**config.mk**
```make
export PLATFORM = sky130hd
export DESIGN_NAME = frame_serializer
export DESIGN_NICKNAME = d
export VERILOG_FILES = /design/src/rtl/frame_serializer.sv
export SDC_FILE = /design/constraint.sdc
export NUM_CORES = 1
export LEC_CHECK = 0
export BUFFER_PORTS_ARGS = -buffer_cell sky130_fd_sc_hd__buf_2
export CAP_MARGIN = 20
export CORE_MARGIN = 1
export CORE_UTILIZATION = 53
export CTS_BUF_LIST = sky130_fd_sc_hd__clkbuf_8
export CTS_CLUSTER_SIZE = 28
export DETAILED_ROUTE_END_ITERATION = 16
export GPL_ROUTABILITY_DRIVEN = 0
export PLACE_DENSITY = 0.76
export SYNTH_ARGS = -nofsm -noshare
export SYNTH_HDL_FRONTEND = slang
export SYNTH_SLANG_ARGS = --single-unit
```
**constraint.sdc**
```tcl
create_clock -name clk_i -period 1.9 [get_ports clk_i]
set_clock_uncertainty 0.1 [all_clocks]
set_input_delay 0.19 -clock clk_i [delete_from_list [all_inputs] [get_ports clk_i]]
set_output_delay 0.19 -clock clk_i [all_outputs]
set_load 0.01 [all_outputs]
```
**src/rtl/frame_serializer.sv**
```systemverilog
// Drains DEPTH samples per full-buffer pulse into a framed byte stream: SYNC, seq, data bytes MSB first, XOR checksum.
// Latency: buffer_ready_i -> SYNC byte valid next cycle; byte_o is held while byte_valid_o && !byte_ready_i.
module frame_serializer #(
  parameter int unsigned WIDTH     = 32,
  parameter int unsigned DEPTH     = 16,
  parameter logic [7:0]  SYNC_BYTE = 8'hA5
) (
  input  logic             clk_i,
  input  logic             rst_ni,
  input  logic             buffer_ready_i,
  input  logic [WIDTH-1:0] read_data_i,
  input  logic             read_valid_i,
  output logic             read_ready_o,
  output logic [7:0]       byte_o,
  output logic             byte_valid_o,
  input  logic             byte_ready_i,
  output logic [7:0]       frame_count_o,
  output logic             frame_overrun_o,
  output logic             busy_o
);

  localparam int unsigned NB = WIDTH / 8;
  localparam int unsigned BW = (NB > 1) ? $clog2(NB) : 1;
  localparam int unsigned CW = $clog2(DEPTH + 1);

  typedef enum logic [2:0] {
    S_IDLE,
    S_SYNC,
    S_SEQ,
    S_LOAD,
    S_SHIFT,
    S_CSUM
  } state_e;

  state_e           state_q, state_d;
  logic [WIDTH-1:0] shift_q, shift_d;
  logic [CW-1:0]    cnt_q, cnt_d;
  logic [BW-1:0]    idx_q, idx_d;
  logic [7:0]       csum_q, csum_d;
  logic [7:0]       seq_q, seq_d;
  logic [7:0]       fcnt_q, fcnt_d;
  logic             ovr_q, ovr_d;

  always_ff @(posedge clk_i or negedge rst_ni) begin
    if (!rst_ni) begin
      state_q <= S_IDLE;
      shift_q <= '0;
      cnt_q   <= '0;
      idx_q   <= '0;
      csum_q  <= '0;
      seq_q   <= '0;
      fcnt_q  <= '0;
      ovr_q   <= 1'b0;
    end else begin
      state_q <= state_d;
      shift_q <= shift_d;
      cnt_q   <= cnt_d;
      idx_q   <= idx_d;
      csum_q  <= csum_d;
      seq_q   <= seq_d;
      fcnt_q  <= fcnt_d;
      ovr_q   <= ovr_d;
    end
  end

  always_comb begin
    state_d      = state_q;
    shift_d      = shift_q;
    cnt_d        = cnt_q;
    idx_d        = idx_q;
    csum_d       = csum_q;
    seq_d        = seq_q;
    fcnt_d       = fcnt_q;
    // A pulse arriving outside IDLE is only reported, never queued.
    ovr_d        = buffer_ready_i && (state_q != S_IDLE);
    read_ready_o = 1'b0;
    byte_valid_o = 1'b0;
    byte_o       = 8'h00;

    case (state_q)
      S_IDLE: begin
        if (buffer_ready_i) begin
          state_d = S_SYNC;
          seq_d   = fcnt_q;
          csum_d  = '0;
          cnt_d   = '0;
          idx_d   = '0;
        end
      end
      S_SYNC: begin
        byte_valid_o = 1'b1;
        byte_o       = SYNC_BYTE;
        if (byte_ready_i) state_d = S_SEQ;
      end
      S_SEQ: begin
        byte_valid_o = 1'b1;
        byte_o       = seq_q;
        if (byte_ready_i) state_d = S_LOAD;
      end
      S_LOAD: begin
        read_ready_o = 1'b1;
        if (read_valid_i) begin
          shift_d = read_data_i;
          cnt_d   = cnt_q + CW'(1);
          idx_d   = '0;
          state_d = S_SHIFT;
        end
      end
      S_SHIFT: begin
        byte_valid_o = 1'b1;
        byte_o       = shift_q[WIDTH-1 -: 8];
        if (byte_ready_i) begin
          csum_d  = csum_q ^ shift_q[WIDTH-1 -: 8];
          shift_d = shift_q << 8;
          idx_d   = idx_q + BW'(1);
          if (idx_q == BW'(NB - 1)) begin
            state_d = (cnt_q < CW'(DEPTH)) ? S_LOAD : S_CSUM;
          end
        end
      end
      S_CSUM: begin
        byte_valid_o = 1'b1;
        byte_o       = csum_q;
        if (byte_ready_i) begin
          state_d = S_IDLE;
          fcnt_d  = fcnt_q + 8'd1;
        end
      end
      default: state_d = S_IDLE;
    endcase
  end

  assign frame_count_o   = fcnt_q;
  assign frame_overrun_o = ovr_q;
  assign busy_o          = (state_q != S_IDLE);

endmodule

```
Word-level counts from Yosys, hierarchy flattened
Cells that the tools add are included.
Word-level totals
  word-level logic and storage cells: 66
  bits of input ports: 37
  bits in registers: 67
  output and inout bits: 20
Cells by class
  add/sub/neg operators: 3
  eq/ne operators: 13
  bitwise operators: 1
  order comparisons: 1
  multiplexer cells: 25
  reductions and logical operators: 15
Operator list (number)
  $mux 32: 2
  $pmux 32 s2: 1
  $pmux 8 s4: 1
  $mux 3: 8
  $pmux 3 s6: 1
  $mux 8: 2
  $pmux 8 s2: 1
  $ne 2x2->1 const B: 7
  $mux 5: 2
  $pmux 5 s2: 1
  $reduce_and 3->1: 3
  $add 8x1->8 const B: 1
  $xor 8x8->8: 1
  $reduce_and 7->1: 1
  $eq 3x2->1 const B: 2
  $eq 3x3->1 const B: 2
  $mux 2: 3
  $pmux 2 s3: 1
  $reduce_bool 2->1: 3
  $reduce_bool 3->1: 2
  $add 5x1->5 const B: 1
  $lt 5x5->1 const B: 1
  $reduce_and 2->1: 2
  $reduce_and 4->1: 1
  7 further kinds: 8

Depth between registers and ports, before layout
  depth in word-level cells: 5
  mapped depth: 6
  mapped depth without buffers: 4

Worst setup path after synthesis
No wires, ideal clock.
  path kind: reg2reg
  start: reg state_q[0]
  end: reg seq_q[5]
  stages on the path, launching flop included: 6
  period minus slack after synthesis: 1703 ps
  library setup time: 128 ps
  required time: 1672 ps
  buffers on the path: 2
  setup slack: 197 ps
  arrival time: 1476 ps
  cells stage by stage: dfrtp_1 > buf_6 > or3_4 > nor2_8 > buf_8 > mux2_1
Between the ends
  cells in the longest elaborated chain, start to end: 2
Ends and longest elaborated chain
  start: declaration: RTL line 35  | state_e state_q, state_d;
  start signal: assignment: RTL line 55  | state_q <= state_d;
  $logic_not 3->1: RTL line 80  | case (state_q)
  $reduce_and 2->1 (no source line)
  end signal: assignment: RTL line 60  | seq_q <= seq_d;
  end: declaration: RTL line 40  | logic [7:0] seq_q, seq_d;
No other way between the ends.
A chain may end at the register's enable or synchronous reset.

Worst setup path in the final report
  start: reg state_q[2]
  end: out byte_o[0]
Between the ends
  cells in the longest elaborated chain, start to end: 2
  elaborated cells on any way between the ends: 5
Ends and longest elaborated chain
  $eq 3x3->1, or another cell as far along: RTL line 80
  $pmux 8 s4 *: RTL line 80
  end: declaration: RTL line 14  | output logic [7:0] byte_o,
Every way passes the cells marked *; elsewhere a longest branch is shown, timed or not.

==> out/results.ini <==
[timing]
finalSetupTns_ns = 0
finalCritPeriodShare_pct = 96.9
fmax_ghz = 0.543
setup_viol = 0
slew_headroom_pct = 66.9
holdWs_ns = 0.00115
fin_crit_ns = 1.84
hold_viol = 0
worst-slew-pin-transition_ns = 0.496
finalMaxSlewViolations = 0

[detailed_routing]
drc = 0
vias = 2890
wl_per_cell_um = 14.6
routed_wl_um = 7490
avgViaCountPerCell = 5.64
ant_nets = 0
dr.pass1.iters = 4
first_iter_violations = 185

[job]
drv_cap = 0

[synth]
synth_area_mm2 = 0.00345
async_flop_share_pct = 100
synth_ff_type = dfrtp_1
synthCells = 356
synth_nets = 396
synth_edf_count = 0
yosys_warnings = 0
ys_ff_latch = 67
synth.yosys.seq_area_share_pct = 48.6
ys_types = 44
syn_avg_cell_area_um2 = 9.69

[placed_design]
portBuffers = 56
dp_hpwl_um = 4940
placed_area_mm2 = 0.00379

[clock_tree]
cts_sinks = 67
clkLatencyLatePin_ns = 0.35
numCtsBuffers = 9
htree_num_levels = 3
root_buffer = clkbuf_8
cts_max_path_buffers = 2
path_clk_slew_ns = 0.07
cts_tree = done

[die]
pin_count = 57
die_h_um = 82.7
dieArea_mm2 = 0.00684
coreArea_mm2 = 0.00631
start_util_pct = 54.6
die_w_um = 82.7
row_count = 29

[worst_setup_path]
r2r_slack_ns = 0.09
worstPathRequired_ns = 1.61
worst_path_max_delay_cell = dfrtp_2
crit_chain = nor2_2, and2_2, o2bb2ai_1, buf_2
critPathKind = reg2out
cp.arrival_ns = 1.55
r2r-end = cnt_q[3]
crit_path_max_incr_delay_ns = 0.46
critPathCaptureType = primary output
r2r_start = state_q[0]
crit_fanout = 8
rr_worst_depth = 5
worst_setup_path_start_kind = register

[final_layout]
final_cell_mix = 64 x dfrtp_1, 59 x nand2_1, 56 x buf_2
fin_area_mm2 = 0.00420
layout-drive-gt1-share_pct = 26.2
finalNetCount = 470
syn_to_final_growth_pct = 21.7
diodes = 0
final_common_cell = dfrtp_1

[global_route]
gr-total-overflow = 0
grt_pass1_wl_um = 12600
antenna_found_initial = 0
grt_max_degree = 37
grt_usage_pct = 24.5
first_global_vias = 2689

[outcome]
status = finished, final reports clean

[hold_path]
worstHoldPathCells = 3
hold_path_startpoint = read_data_i[11]
worstHoldEndpoint = shift_q[11]
hold_path.class = in2reg

[power_and_ir_drop]
p_per_area_mw_per_mm2 = 1410
peakVddDrop_v = 0.000798
p_leak_nw = 2.03

routing by layer:
metal	track usage, %	wire [um]
met5	0	0
met4	9.31	114
met3	4.40	325
met2	40.7	3680
met1	31.8	3370
state kept, by name (all words and copies together) (netlist names):
name and cells:
cnt_q 5, csum_q 8, frame_count_o 8, frame_overrun_o 1
idx_q 2, seq_q 8, shift_q 32, state_q 3
power by group:
group	switching, mW	internal (mW)
registers	0.389	1.97
clock network	0.547	0.671
logic	1.22	1.13
cell usage after synthesis (8+ instances only):
master     count  area [um^2]
a21oi_1       12         60.1
a31oi_1       26          163
buf_2         12         60.1
buf_4          8         60.1
dfrtp_1       67         1680
inv_1         20         75.1
nand2_1       59          221
nand3_1       14         70.1
nor3_1        26          130
o21ai_0       20          100
o2bb2ai_1      8         70.1
or3_1          9         56.3
metrics by stage:
| step | setup slack (ns) | util [%] | instances | power [mW] |
|---|---|---|---|---|
| floorplan | 0.197 | - | 356 | 3.96 |
| global placement | 0.173 | 60.1 | 475 | 4.47 |
| detailed placement | 0.124 | 60.1 | 475 | 4.57 |
| CTS | 0.0293 | 65.8 | 506 | 5.85 |
| global route | -0.00669 | 66.5 | 512 | 6.38 |
| finish | 0.0595 | 66.5 | 512 | 5.92 |
cell type report:
class / count / area, um^2
sequential: 67 / 1680
inverter: 20 / 75.1
clock buffer: 11 / 151
tap: 77 / 96.3
multi-input combinational: 241 / 1510
fill: 525 / 2120
clock inverter: 5 / 53.8
timing repair buffer: 91 / 626
worst max path at each step:
stage               cells after the start   endpoint       start  slack [ns]
finish                                  4  byte_o[0]  state_q[2]        0.06
global route                            5  byte_o[7]  state_q[2]      -0.007
detailed placement                      4   cnt_q[3]  state_q[0]        0.12
global placement                        4  byte_o[1]  state_q[0]        0.17
CTS                                     4  byte_o[0]  state_q[2]        0.03
floorplan                               5   seq_q[5]  state_q[0]        0.20
critical path, delay by kind of cell (launching register included):
| kind | cells | cell delay (ns) |
|---|---|---|
| compound gates | 1 | 0.15 |
| buf+inv | 1 | 0.15 |
| flops | 1 | 0.46 |
| simple gates | 2 | 0.45 |
repair_timing:
action                                  CTS  global route
endpoints found under the setup margin    8             7
hold buffers                             13             0
endpoints found under the hold margin    30             0
setup buffers                             2             6
gates resized for setup                   5             1
pin swaps                                 0             0
kinds of logic after synthesis:
family	after synthesis	share of synthesized area (%)
multiplexers	16	4.97
adder cells (fa/ha/maj)	3	1.09
flip-flops	67	48.6
AO/OA/AOI/OAI	83	15.3
XOR/XNOR	9	2.29
AND/OR/NAND/NOR	130	20.1
buffers and inverters	48	7.73
Power figures use the tool's default switching activity.
